## src/rtl/axi_mem_rd_responder.sv

```systemverilog
// AXI4 read-channel subordinate serving instruction-cache refill bursts
// from a single-port synchronous memory with one cycle of read latency.
module axi_mem_rd_responder #(
    parameter int unsigned           ADDR_WIDTH = 64,
    parameter int unsigned           DATA_WIDTH = 64,
    parameter int unsigned           ID_WIDTH   = 4,
    parameter int unsigned           MEM_WORDS  = 1024,
    parameter logic [ADDR_WIDTH-1:0] BASE_ADDR  = '0
) (
    input  logic                         clk_i,
    input  logic                         rst_ni,
    input  logic                         ar_valid_i,
    output logic                         ar_ready_o,
    input  logic [ADDR_WIDTH-1:0]        ar_addr_i,
    input  logic [ID_WIDTH-1:0]          ar_id_i,
    input  logic [7:0]                   ar_len_i,
    input  logic [2:0]                   ar_size_i,
    input  logic [1:0]                   ar_burst_i,
    output logic                         r_valid_o,
    input  logic                         r_ready_i,
    output logic [DATA_WIDTH-1:0]        r_data_o,
    output logic [ID_WIDTH-1:0]          r_id_o,
    output logic [1:0]                   r_resp_o,
    output logic                         r_last_o,
    output logic                         mem_req_o,
    output logic [$clog2(MEM_WORDS)-1:0] mem_addr_o,
    input  logic [DATA_WIDTH-1:0]        mem_rdata_i
);
    localparam int unsigned OFF_BITS  = $clog2(DATA_WIDTH / 8);
    localparam int unsigned IDX_BITS  = $clog2(MEM_WORDS);
    localparam int unsigned SPAN_BITS = OFF_BITS + IDX_BITS;
    localparam logic [1:0]  RESP_OKAY   = 2'b00;
    localparam logic [1:0]  RESP_SLVERR = 2'b10;
    localparam logic [1:0]  RESP_DECERR = 2'b11;

    typedef enum logic {IDLE, BURST} state_t;

    state_t                  state, state_next;
    logic [ADDR_WIDTH-1:0]   addr, addr_next, next_addr, step, wrap_mask;
    logic [7:0]              cnt, cnt_next, len;
    logic [ID_WIDTH-1:0]     id;
    logic [2:0]              size;
    logic [1:0]              burst;
    logic                    accept, issue, pop, credit, in_range, illegal, wrap_legal;
    logic [1:0]              issue_resp;

    logic                    inflight;
    logic [ID_WIDTH-1:0]     inflight_id;
    logic [1:0]              inflight_resp;
    logic                    inflight_last;
    logic [DATA_WIDTH-1:0]   push_data;

    logic [DATA_WIDTH-1:0]   fifo_data [2];
    logic [ID_WIDTH-1:0]     fifo_id   [2];
    logic [1:0]              fifo_resp [2];
    logic                    fifo_last [2];
    logic                    wr_ptr, rd_ptr;
    logic [1:0]              fifo_count;

    assign pop    = r_valid_o && r_ready_i;
    // Counting the beat that lands next edge keeps the FIFO from overflowing.
    assign credit = ({1'b0, fifo_count} + {2'b00, inflight} - {2'b00, pop}) < 3'd2;

    assign step       = ADDR_WIDTH'(1) << size;
    assign wrap_mask  = ((ADDR_WIDTH'(len) + ADDR_WIDTH'(1)) << size) - ADDR_WIDTH'(1);
    assign wrap_legal = (len == 8'd1) || (len == 8'd3) || (len == 8'd7) || (len == 8'd15);

    always_comb begin
        next_addr = addr + step;
        if (burst == 2'b00) begin
            next_addr = addr;
        end else if (burst == 2'b10 && wrap_legal) begin
            next_addr = (addr & ~wrap_mask) | ((addr + step) & wrap_mask);
        end
    end

    always_comb begin
        state_next = state;
        addr_next  = addr;
        cnt_next   = cnt;
        accept     = 1'b0;
        issue      = 1'b0;
        ar_ready_o = 1'b0;
        case (state)
            IDLE: begin
                ar_ready_o = 1'b1;
                if (ar_valid_i) begin
                    accept     = 1'b1;
                    addr_next  = ar_addr_i;
                    cnt_next   = '0;
                    state_next = BURST;
                end
            end
            BURST: begin
                if (credit) begin
                    issue = 1'b1;
                    if (cnt == len) begin
                        state_next = IDLE;
                    end else begin
                        cnt_next  = cnt + 8'd1;
                        addr_next = next_addr;
                    end
                end
            end
            default: state_next = IDLE;
        endcase
    end

    // BASE_ADDR is aligned to the memory span, so the range test and the
    // word index reduce to bit fields of the address.
    assign in_range   = addr[ADDR_WIDTH-1:SPAN_BITS] == BASE_ADDR[ADDR_WIDTH-1:SPAN_BITS];
    assign illegal    = burst == 2'b11;
    assign mem_req_o  = issue && in_range && !illegal;
    assign mem_addr_o = mem_req_o ? addr[SPAN_BITS-1:OFF_BITS] : '0;
    assign issue_resp = illegal ? RESP_SLVERR : (in_range ? RESP_OKAY : RESP_DECERR);

    always_ff @(posedge clk_i or negedge rst_ni) begin
        if (!rst_ni) begin
            state <= IDLE;
            addr  <= '0;
            cnt   <= '0;
            id    <= '0;
            len   <= '0;
            size  <= '0;
            burst <= '0;
        end else begin
            state <= state_next;
            addr  <= addr_next;
            cnt   <= cnt_next;
            if (accept) begin
                id    <= ar_id_i;
                len   <= ar_len_i;
                size  <= ar_size_i;
                burst <= ar_burst_i;
            end
        end
    end

    always_ff @(posedge clk_i or negedge rst_ni) begin
        if (!rst_ni) begin
            inflight      <= 1'b0;
            inflight_id   <= '0;
            inflight_resp <= RESP_OKAY;
            inflight_last <= 1'b0;
        end else begin
            inflight      <= issue;
            inflight_id   <= id;
            inflight_resp <= issue_resp;
            inflight_last <= cnt == len;
        end
    end

    // Error beats ride the same one-cycle slot as reads so R order and latency stay uniform.
    assign push_data = (inflight_resp == RESP_OKAY) ? mem_rdata_i : '0;

    always_ff @(posedge clk_i or negedge rst_ni) begin
        if (!rst_ni) begin
            for (int i = 0; i < 2; i++) begin
                fifo_data[i] <= '0;
                fifo_id[i]   <= '0;
                fifo_resp[i] <= '0;
                fifo_last[i] <= 1'b0;
            end
            wr_ptr     <= 1'b0;
            rd_ptr     <= 1'b0;
            fifo_count <= '0;
        end else begin
            if (inflight) begin
                fifo_data[wr_ptr] <= push_data;
                fifo_id[wr_ptr]   <= inflight_id;
                fifo_resp[wr_ptr] <= inflight_resp;
                fifo_last[wr_ptr] <= inflight_last;
                wr_ptr            <= ~wr_ptr;
            end
            if (pop) begin
                rd_ptr <= ~rd_ptr;
            end
            fifo_count <= fifo_count + {1'b0, inflight} - {1'b0, pop};
        end
    end

    assign r_valid_o = fifo_count != 2'd0;
    assign r_data_o  = r_valid_o ? fifo_data[rd_ptr] : '0;
    assign r_id_o    = r_valid_o ? fifo_id[rd_ptr]   : '0;
    assign r_resp_o  = r_valid_o ? fifo_resp[rd_ptr] : '0;
    assign r_last_o  = r_valid_o && fifo_last[rd_ptr];

endmodule
```

## config.mk

```make
export PLATFORM = sky130hd
export DESIGN_NAME = axi_mem_rd_responder
export DESIGN_NICKNAME = d
export VERILOG_FILES = /design/src/rtl/axi_mem_rd_responder.sv
export SDC_FILE = /design/constraint.sdc
export NUM_CORES = 1
export LEC_CHECK = 0
export BUFFER_PORTS_ARGS = -buffer_cell sky130_fd_sc_hd__buf_4
export CAP_MARGIN = 40
export CORE_MARGIN = 1.5
export CORE_UTILIZATION = 25
export CTS_CLUSTER_DIAMETER = 100
export DETAILED_ROUTE_END_ITERATION = 10
export PLACE_DENSITY = 0.43
export SETUP_SLACK_MARGIN = 0.05
export SLEW_MARGIN = 40
export SYNTH_ARGS = -nofsm -noshare
export SYNTH_HDL_FRONTEND = slang
export SYNTH_SLANG_ARGS = --single-unit
```

## constraint.sdc

```tcl
create_clock -name clk_i -period 4.1 [get_ports clk_i]
set_clock_uncertainty 0.05 [all_clocks]
set_input_delay 0.82 -clock clk_i [delete_from_list [all_inputs] [get_ports clk_i]]
set_output_delay 0.82 -clock clk_i [all_outputs]
set_load 0.02 [all_outputs]
```

* Word level (Yosys, flattened, before mapping)
Index checks and enable logic that the tools add are counted.
W data, S select, Z words.
** Word-level totals
- Flip-flop bits (word level) :: 244
- Input port bits :: 149
- Logic and storage cells :: 121
** Operators by class
- Add/sub/neg operators :: 8
- Order comparisons :: 4
- Eq/ne operators :: 11
- Shift-type cells :: 2
- Muxes and demuxes :: 49
- Bitwise logic cells :: 9
- Reductions and logical operators :: 16
** Operators by type and width (count)
- $mux W64 :: 11
- $and A64 B64 Y64 :: 2
- $bwmux W128 :: 1
- $pmux W64 S2 :: 1
- $add A64 B64 Y64 :: 1
- $demux W64 S1 :: 1
- $not A64 Y64 :: 1
- $or A64 B64 Y64 :: 1
- $shl A1 B3 Y64 const A :: 1
- $shl A9 B3 Y64 :: 1
- $sub A64 B1 Y64 const B :: 1
- $logic_not A51 Y1 :: 1
- $mux W8 :: 3
- $mux W4 :: 5
- $pmux W8 S2 :: 1
- $mux W2 :: 7
- $mux W1 :: 11
- $mux W10 :: 1
- $add A8 B1 Y9 const B :: 1
- $add A8 B1 Y8 const B :: 1
- $bwmux W8 :: 1
- $eq A8 B1 Y1 const B :: 1
- $eq A8 B2 Y1 const B :: 1
- $eq A8 B3 Y1 const B :: 1
- 27 further kinds :: 42

* Depth between registers and ports, before layout
Gate-level depths: netlist of the first run.
- Word-level depth :: 11
- Mapped depth :: 19

* Worst setup path before layout of the first run
OpenSTA, ideal clock, no wires.
- Kind :: register to output
- Start :: register fifo_count[1]
- End :: output mem_addr_o[0]
- Arrival :: 3.051 ns
- Required time :: 3.230 ns
- Setup slack :: 0.179 ns
- Stages on the path, launching flop included :: 13
- Path buffers :: 0
- Cells stage by stage :: dfrtp_1 -> nor2_1 -> inv_1 -> and2_1 -> ha_1 -> inv_1 -> ha_1 -> inv_1 -> fa_1 -> xnor2_1 -> nand3_1 -> nor2_1 -> and2_1
** On the way
- Cells in the longest elaborated chain, start to end :: 9
** Ends and longest elaborated chain
- start: declaration :: RTL line 58 : logic [1:0] fifo_count;
- start signal: assignment :: RTL line 178 : fifo_count <= fifo_count + {1'b0, inflight} - {1'b0, pop};
- $reduce_bool A2 Y1 :: RTL line 182 : assign r_valid_o = fifo_count != 2'd0;
- named net r_valid_o :: RTL line 19 : output logic r_valid_o,
- $logic_and A1 B1 Y1 :: RTL line 60 : assign pop = r_valid_o && r_ready_i;
- named net pop :: RTL line 44 : logic accept, issue, pop, credit, in_range, illegal, wrap_legal;
- $sub A3 B1 Y3 :: RTL line 62 : assign credit = ({1'b0, fifo_count} + {2'b00, inflight} - {2'b00, pop}) < 3'd2;
- $lt A3 B2 Y1 :: RTL line 62
- $mux W1 :: RTL line 95 : if (credit) begin
- $mux W1 :: RTL line 84 : case (state)
- $logic_and A1 B1 Y1 (2 in series) :: RTL line 113 : assign mem_req_o = issue && in_range && !illegal;
- named net mem_req_o :: RTL line 25 : output logic mem_req_o,
- $mux W10 :: RTL line 114 : assign mem_addr_o = mem_req_o ? addr[SPAN_BITS-1:OFF_BITS] : '0;
- end: declaration :: RTL line 26 : output logic [$clog2(MEM_WORDS)-1:0] mem_addr_o,
The timed path passes the listed nets, and every way through them passes these cells.

==> out/metrics.cfg, run 1 <==
[floorplanning]
ios = 233
die_w_um = 241
die_h_um = 241
rows = 87
dieArea_um2 = 58100
core_um2 = 56200
start_util_pct = 25.2

[detailed_routing]
drtAntennaViolNets = 0
drt_wl_total_um = 50700
drt_first_iter_violations = 826
wl_per_cell_um = 19.0
firstDrtPassIters = 6
drc_errors = 0
drt-vias-per-instance = 4.96
vias = 13200

[setup_path]
endpoint_kind = primary output
crit_required_ns = 3.23
cp-start-kind = flip-flop
cp.arrival_ns = 3.05
reg2reg_depth = 10
criticalPathCategory = flip-flop to primary output
path_max_fanout = 5

[sta]
setup_viol = 0
slew_headroom_pct = 49.7
setup_tns_ns = 0
fin_ws_ns = 0.179
tightest_slew_ns = 0.754
hold-worst-slack_ns = 0.330
rsz0062_at_grt = yes
fin_crit_ns = 3.92
fmax_mhz = 255
finalHoldViolations = 0
slew_violations = 0
finalCritPeriodShare_pct = 95.6

[power]
p_comb_share_pct = 46.3
power_frac_seq_pct = 29.6
netSwitchingFraction_pct = 43.0
clkPwrFrac_pct = 24.1
p_int_w = 0.00671
ir_drop_v = 0.000315
power.leakage_nw = 8.16
power_density_nw_per_um2 = 640
netSwitchingPower_w = 0.00506

[cts]
clkTransAtPathRegs_ns = 0.06
htreeDepth = 1
cts.sinks = 244
cts_buffers = 31
cts_tree = yes
ctsLongestPathBuffers = 3
clk_latency_ns = 0.60
cts-root-buf = clkbuf_16

[placed_design]
numPortBuffers = 232
globalplace.congestion = 0.867
hpwl_um = 35000
pre_cts_slack_ns = 0.194
dp.cells = 2600

[min_path]
hp-class = flip-flop to flip-flop
hold_depth = 0

[synth]
ys_warn_count = 0
synth.avg_cell_area_um2 = 8.58
syn_nets = 1819
syn_area_um2 = 14200
synthArstFlopShare_pct = 100
syn-instance-count = 1653
synth_edf_count = 0
synth_top_cell_area_share_pct = 43.1
synth-main-ff-cell = dfrtp_1
ys_seq_area_share_pct = 43.1
synth_area_leaders = dfrtp_1 (43%), nand2_1 (8.5%), o21ai_0 (5.8%)
yosys.area.top_type = dfrtp_1
synth.distinct_cells = 92
synth-seq-cells = 244

[final_layout]
fillers = 5951
area_growth_pct = 29.6
final_core_util_pct = 32.7
layout.nets = 2052
insertedDiodeCount = 0
final_cells = 2665
final_layout_size_suffix_gt1_share_pct = 23.3

[global_routing]
use_met1_pct = 23.6
grt_pass1_wl_um = 78100
grtUsageMet2_pct = 28.3
grt_max_degree = 84
grt_pass1_vias = 13200
grt_antenna_before_repair = 0
grt.met3_usage_pct = 2.20
grt_overflow = 0
track_usage_pct = 17.2
busiest_layer = met2

[job]
cap_violations = 0

[status]
outcome = completed

## layout by cell type, fill, tap and decap left out, types with 6 or more instances in the layout
cell / netlist / layout
nor3_1: 39 / 39
dfrtp_1: 244 / 241
a31oi_1: 14 / 14
a311o_1: 6 / 6
buf_6: 2 / 13
xnor2_1: 26 / 24
nand2b_1: 8 / 7
a22oi_1: 6 / 6
mux2_2: 19 / 19
mux2i_1: 80 / 80
a211o_1: 6 / 6
buf_4: 2 / 287
nor2_1: 156 / 152
nand2_1: 320 / 317
clkbuf_16: 0 / 31
clkinv_2: 0 / 8
and3_1: 29 / 29
ha_1: 15 / 13
nor4_1: 29 / 26
o31ai_1: 15 / 15
clkbuf_1: 86 / 6
nand4_1: 27 / 27
a22o_1: 6 / 6
inv_1: 31 / 28
o21ai_0: 165 / 165
a221o_1: 10 / 10
and2_1: 17 / 8
a21oi_1: 60 / 60
nor2b_1: 7 / 6
a211oi_1: 12 / 12
nand3_1: 43 / 42
buf_12: 0 / 7
xor2_1: 8 / 8
and2_4: 0 / 9
## critical path, cell delays in order, from the launching register on
cell and delay [ns]:
dfrtp_1 0.43, nor4_2 0.43, nand4_1 0.19, nor4_2 0.46
buf_4 0.19, nand2_1 0.08, buf_4 0.17, nor2_4 0.11
buf_6 0.13, and2_4 0.14, buf_6 0.11
## power groups by stage
stage	logic (W)	clock network, W	registers (W)
6_report	0.00544	0.00284	0.00348
3_3_place_gp	0.00531	0	0.00351
3_5_place_dp	0.00534	0	0.00351
5_1_grt	0.00598	0.00302	0.00356
4_1_cts	0.00543	0.00293	0.00347
2_1_floorplan	0.00366	0	0.00317
## synthesized netlist by cell type (5+ instances only)
master / number
a22oi_1: 6
inv_1: 31
and2_1: 17
o22ai_1: 5
and3_1: 29
a31o_2: 5
mux2_2: 19
nor2_1: 156
ha_1: 15
nor2b_1: 7
a21o_1: 5
or3_1: 5
xnor2_1: 26
a22o_1: 6
a311o_1: 6
o221a_2: 5
nor4_1: 29
nand3_1: 43
a211o_1: 6
o31ai_1: 15
o21ai_0: 165
xor2_1: 8
a221o_1: 10
nor3_1: 39
buf_1: 12
and4_1: 5
nand2_1: 320
nand2b_1: 8
a211oi_1: 12
o31a_1: 5
o2111a_1: 5
mux2i_1: 80
a21oi_1: 60
buf_2: 8
dfrtp_1: 244
nand4_1: 27
a31oi_1: 14
clkbuf_1: 86
## per-layer routing
layer | share of wire (%) | wire [um]
met1 | 47 | 23700
met2 | 46 | 23200
met3 | 4.9 | 2460
met4 | 2.6 | 1340
met5 | 0 | 0
## final timing paths
path | startpoint | to | slack, ns
max in group asynchronous | rst_ni | fifo_data[51] | 2.68
min in group asynchronous | rst_ni | fifo_data[91] | 0.63
hold / removal | id[2] | inflight_id[2] | 0.33
setup / recovery | flip-flop | mem_addr_o[2] | 0.18
setup reg to reg | len[1] | flip-flop | 0.38
hold reg to reg | id[2] | inflight_id[2] | 0.33
## cells by family (layout without fill, tap and decap cells)
kind of cell / Yosys count / count (layout) / synth area share (%)
multiplexers: 100 / 100 / 7.32
XOR/XNOR: 35 / 35 / 2.22
AND/OR/NAND/NOR: 709 / 709 / 22.6
adder cells (fa/ha/maj): 17 / 17 / 1.61
buffers and inverters: 142 / 398 / 3.99
flip-flops: 244 / 244 / 43.1
AO/OA/AOI/OAI: 406 / 406 / 19.2
## through the flow
| step | area [um^2] | power, W |
|---|---|---|
| 5_1_grt | 18400 | 0.0126 |
| 2_1_floorplan | 14200 | 0.00683 |
| 6_report | 18400 | 0.0118 |
| 3_5_place_dp | 17100 | 0.00885 |
| 3_3_place_gp | 17100 | 0.00882 |
| 4_1_cts | 18300 | 0.0118 |
## what timing repair did
action	CTS	global route
pin swaps	5	7
gates resized for setup	30	8
cloned	1	0
endpoints found under the setup margin	11	15
hold endpoints to repair	0	2
setup buffers	4	2
hold buffers	0	1
## layout make-up
class | count | area, um^2 | share of cell area (%)
clock inverter | 15 | 195 | 1.06
inverter | 32 | 120 | 0.654
clock buffer | 41 | 853 | 4.64
sequential | 244 | 6110 | 33.3
timing repair buffer | 310 | 2490 | 13.6
tap | 756 | 946 | 5.15
multi-input combinational | 1267 | 7650 | 41.7
No activity file was read; power rests on OpenSTA's default activity.
==> run 2, diff against run 1 <==
- ABC_AREA: not set -> 1
- ABC_CLOCK_PERIOD_IN_PS: not set -> 5000
- clock period: 4.1 -> 5 ns (I/O delays scaled with it)
==> run 2 against run 1 <==
Effect of this change: sequential share of layout area up 0.11 points; via count increased by 10%; global-route usage grew 0.098 points; sequential cell count is the same; sequential power down 18%; worst setup slack better by 0.24 ns; first-iteration DRC count fell by 11%; non-clock buffer count fell by 52; clock power shrank 25%; critical endpoint is now mem_addr_o[7]; largest cell class unchanged; highest routed layer is now met5.
==> out/metrics.cfg, run 2 <==
[detailed_routing]
firstDrtPassIters = 5
drtAntennaViolNets = 0
vias = 14600
drc_errors = 0
drt-vias-per-instance = 4.65
drt_first_iter_violations = 734
drt_wl_total_um = 53200
wl_per_cell_um = 16.9

[final_layout]
insertedDiodeCount = 0
multi_input_area_um2 = 7620
area_growth_pct = 23.4
final_core_util_pct = 31.1
final_cell_mix = nand2_1 (801), buf_4 (250), dfrtp_1 (242), o21ai_0 (199), nor2_1 (182)
fillers = 6475
final_common_cell = nand2_1
final_layout_size_suffix_gt1_share_pct = 15.7
design_area_um2 = 18300
seq_area_um2 = 6110
layout.nets = 2513

[synth]
syn-instance-count = 2164
synth_edf_count = 0
synth_area_leaders = dfrtp_1 (41%), nand2_1 (20%), o21ai_0 (6.7%)
syn_nets = 2330
synth-seq-cells = 244
ys_warn_count = 0
synthArstFlopShare_pct = 100
synth_common_cells = nand2_1 (802), dfrtp_1 (244), o21ai_0 (199)
synth.distinct_cells = 50
synth-main-ff-cell = dfrtp_1
synth_top_cell_area_share_pct = 41.2
syn_area_um2 = 14800
ys_seq_area_share_pct = 41.2
synthMostInstantiatedCell = nand2_1
synth.avg_cell_area_um2 = 6.86
yosys.area.top_type = dfrtp_1

[floorplanning]
die_w_um = 247
core_um2 = 58800
dieArea_um2 = 60800
rows = 89
ios = 233
start_util_pct = 25.2
die_h_um = 247

[cts]
ctsLongestPathBuffers = 3
cts-resized-gates = 0
clk_latency_ns = 0.61
cts.sinks = 244
cts_buffers = 31
cts_hold_buf = 0
cts-root-buf = clkbuf_16
cts_setup_buffers = 0
cts_tree = yes
clkTransAtPathRegs_ns = 0.05
htreeDepth = 1

[placed_design]
globalplace.congestion = 0.885
placed_area_um2 = 17300
hpwl_um = 37500
numPortBuffers = 232

[min_path]
hp-class = primary input to asynchronous set/reset pin

[setup_path]
crit_required_ns = 3.95
endpoint_kind = primary output
cp.arrival_ns = 3.53
ff2ff_setup_slack_ns = 0.73
path_max_fanout = 10
criticalPathCategory = primary input to primary output
reg2reg_depth = 19
cp-start-kind = primary input

[sta]
rsz0062_at_grt = no
finalHoldViolations = 0
finalCritPeriodShare_pct = 91.6
setup_viol = 0
setup_tns_ns = 0
slew_headroom_pct = 50.7
fin_crit_ns = 4.58
slew_violations = 0
tightest_slew_ns = 0.738
fmax_mhz = 218

[power]
ir_drop_v = 0.000417
power_density_nw_per_um2 = 497
power.leakage_nw = 8.50

[global_routing]
track_usage_pct = 17.3
grt_overflow = 0
grt_pass1_wl_um = 82400
grt_antenna_before_repair = 2
grt_max_degree = 96
grt_pass1_vias = 14100

[status]
outcome = completed

[job]
cap_violations = 0

==> run 2: cell count changes after synthesis, sizes merged, moves of 16 or more <==
cell and delta:
nand2 +494, xnor2 -16, inv +142, mux2 -18, mux2i -78, nand3 +77
a21oi +58, and2 -17, nor2 +43, and3 -29, xor2 +20, o21ai +32
==> run 2: area by class of cell <==
cell class | count | share of cell area, %
Inverter | 175 | 3.60
Clock buffer | 47 | 4.79
Timing Repair Buffer | 258 | 10.9
Tap cell | 773 | 5.28
Clock inverter | 6 | 0.396
Sequential cell | 244 | 33.4
Multi-Input combinational cell | 1637 | 41.7
==> run 2: worst max-delay path, stage by stage <==
cell and delay [ns]:
buf_4 0.11, inv_1 0.04, nor2_1 0.17, ha_1 0.26, inv_1 0.06, ha_1 0.13
inv_1 0.05, fa_1 0.47, inv_1 0.05, nor2_1 0.09, nand3_1 0.14, nor2_1 0.19
clkinv_1 0.36, nor2_1 0.23, buf_4 0.17
==> run 2: where the power goes <==
group          internal, W  switching, W  total [W]
clock network      0.00125      0.000888    0.00214
registers          0.00237      0.000503    0.00287
logic              0.00125       0.00284    0.00408
==> run 2: worst paths after layout <==
check	startpoint	to
max	r_ready_i	mem_addr_o[7]
max reg2reg	size[0]	flip-flop
min in group clk_i	id[0]	inflight_id[0]
min	rst_ni	fifo_data[79]
max in group asynchronous	rst_ni	asynchronous set/reset pin
min reg2reg	id[0]	inflight_id[0]
==> run 2: through the flow <==
stage	worst slack [ns]	total power (W)	std cells	hold slack, ns
2_1_floorplan	0.589	0.00578	2164	0.304
3_3_place_gp	0.438	0.00695	3086	0.312
3_5_place_dp	0.383	0.00701	3087	0.313
4_1_cts	0.190	0.00923	3140	0.272
5_1_grt	0.159	0.00988	3140	0.299
6_report	0.420	0.00909	3140	0.293
==> run 2: per-layer routing <==
metal,global-route usage (%),vias to the layer above,routed length (um)
met5,0,-,27
met4,3.96,4,1170
met3,2.56,63,2700
met2,28.7,339,24600
met1,23.6,6911,24700
li1,-,7293,-
==> run 2: kinds of logic (layout without fill, tap and decap cells) <==
| family | count (synthesis) | in the layout | synth area share [%] |
|---|---|---|---|
| multiplexers | 3 | 3 | 0.211 |
| buffers and inverters | 283 | 486 | 7.72 |
| AO/OA/AOI/OAI | 343 | 343 | 12.4 |
| XOR/XNOR | 39 | 39 | 2.30 |
| AND/OR/NAND/NOR | 1235 | 1235 | 34.7 |
| flip-flops | 244 | 244 | 41.2 |
| adder cells (fa/ha/maj) | 17 | 17 | 1.54 |
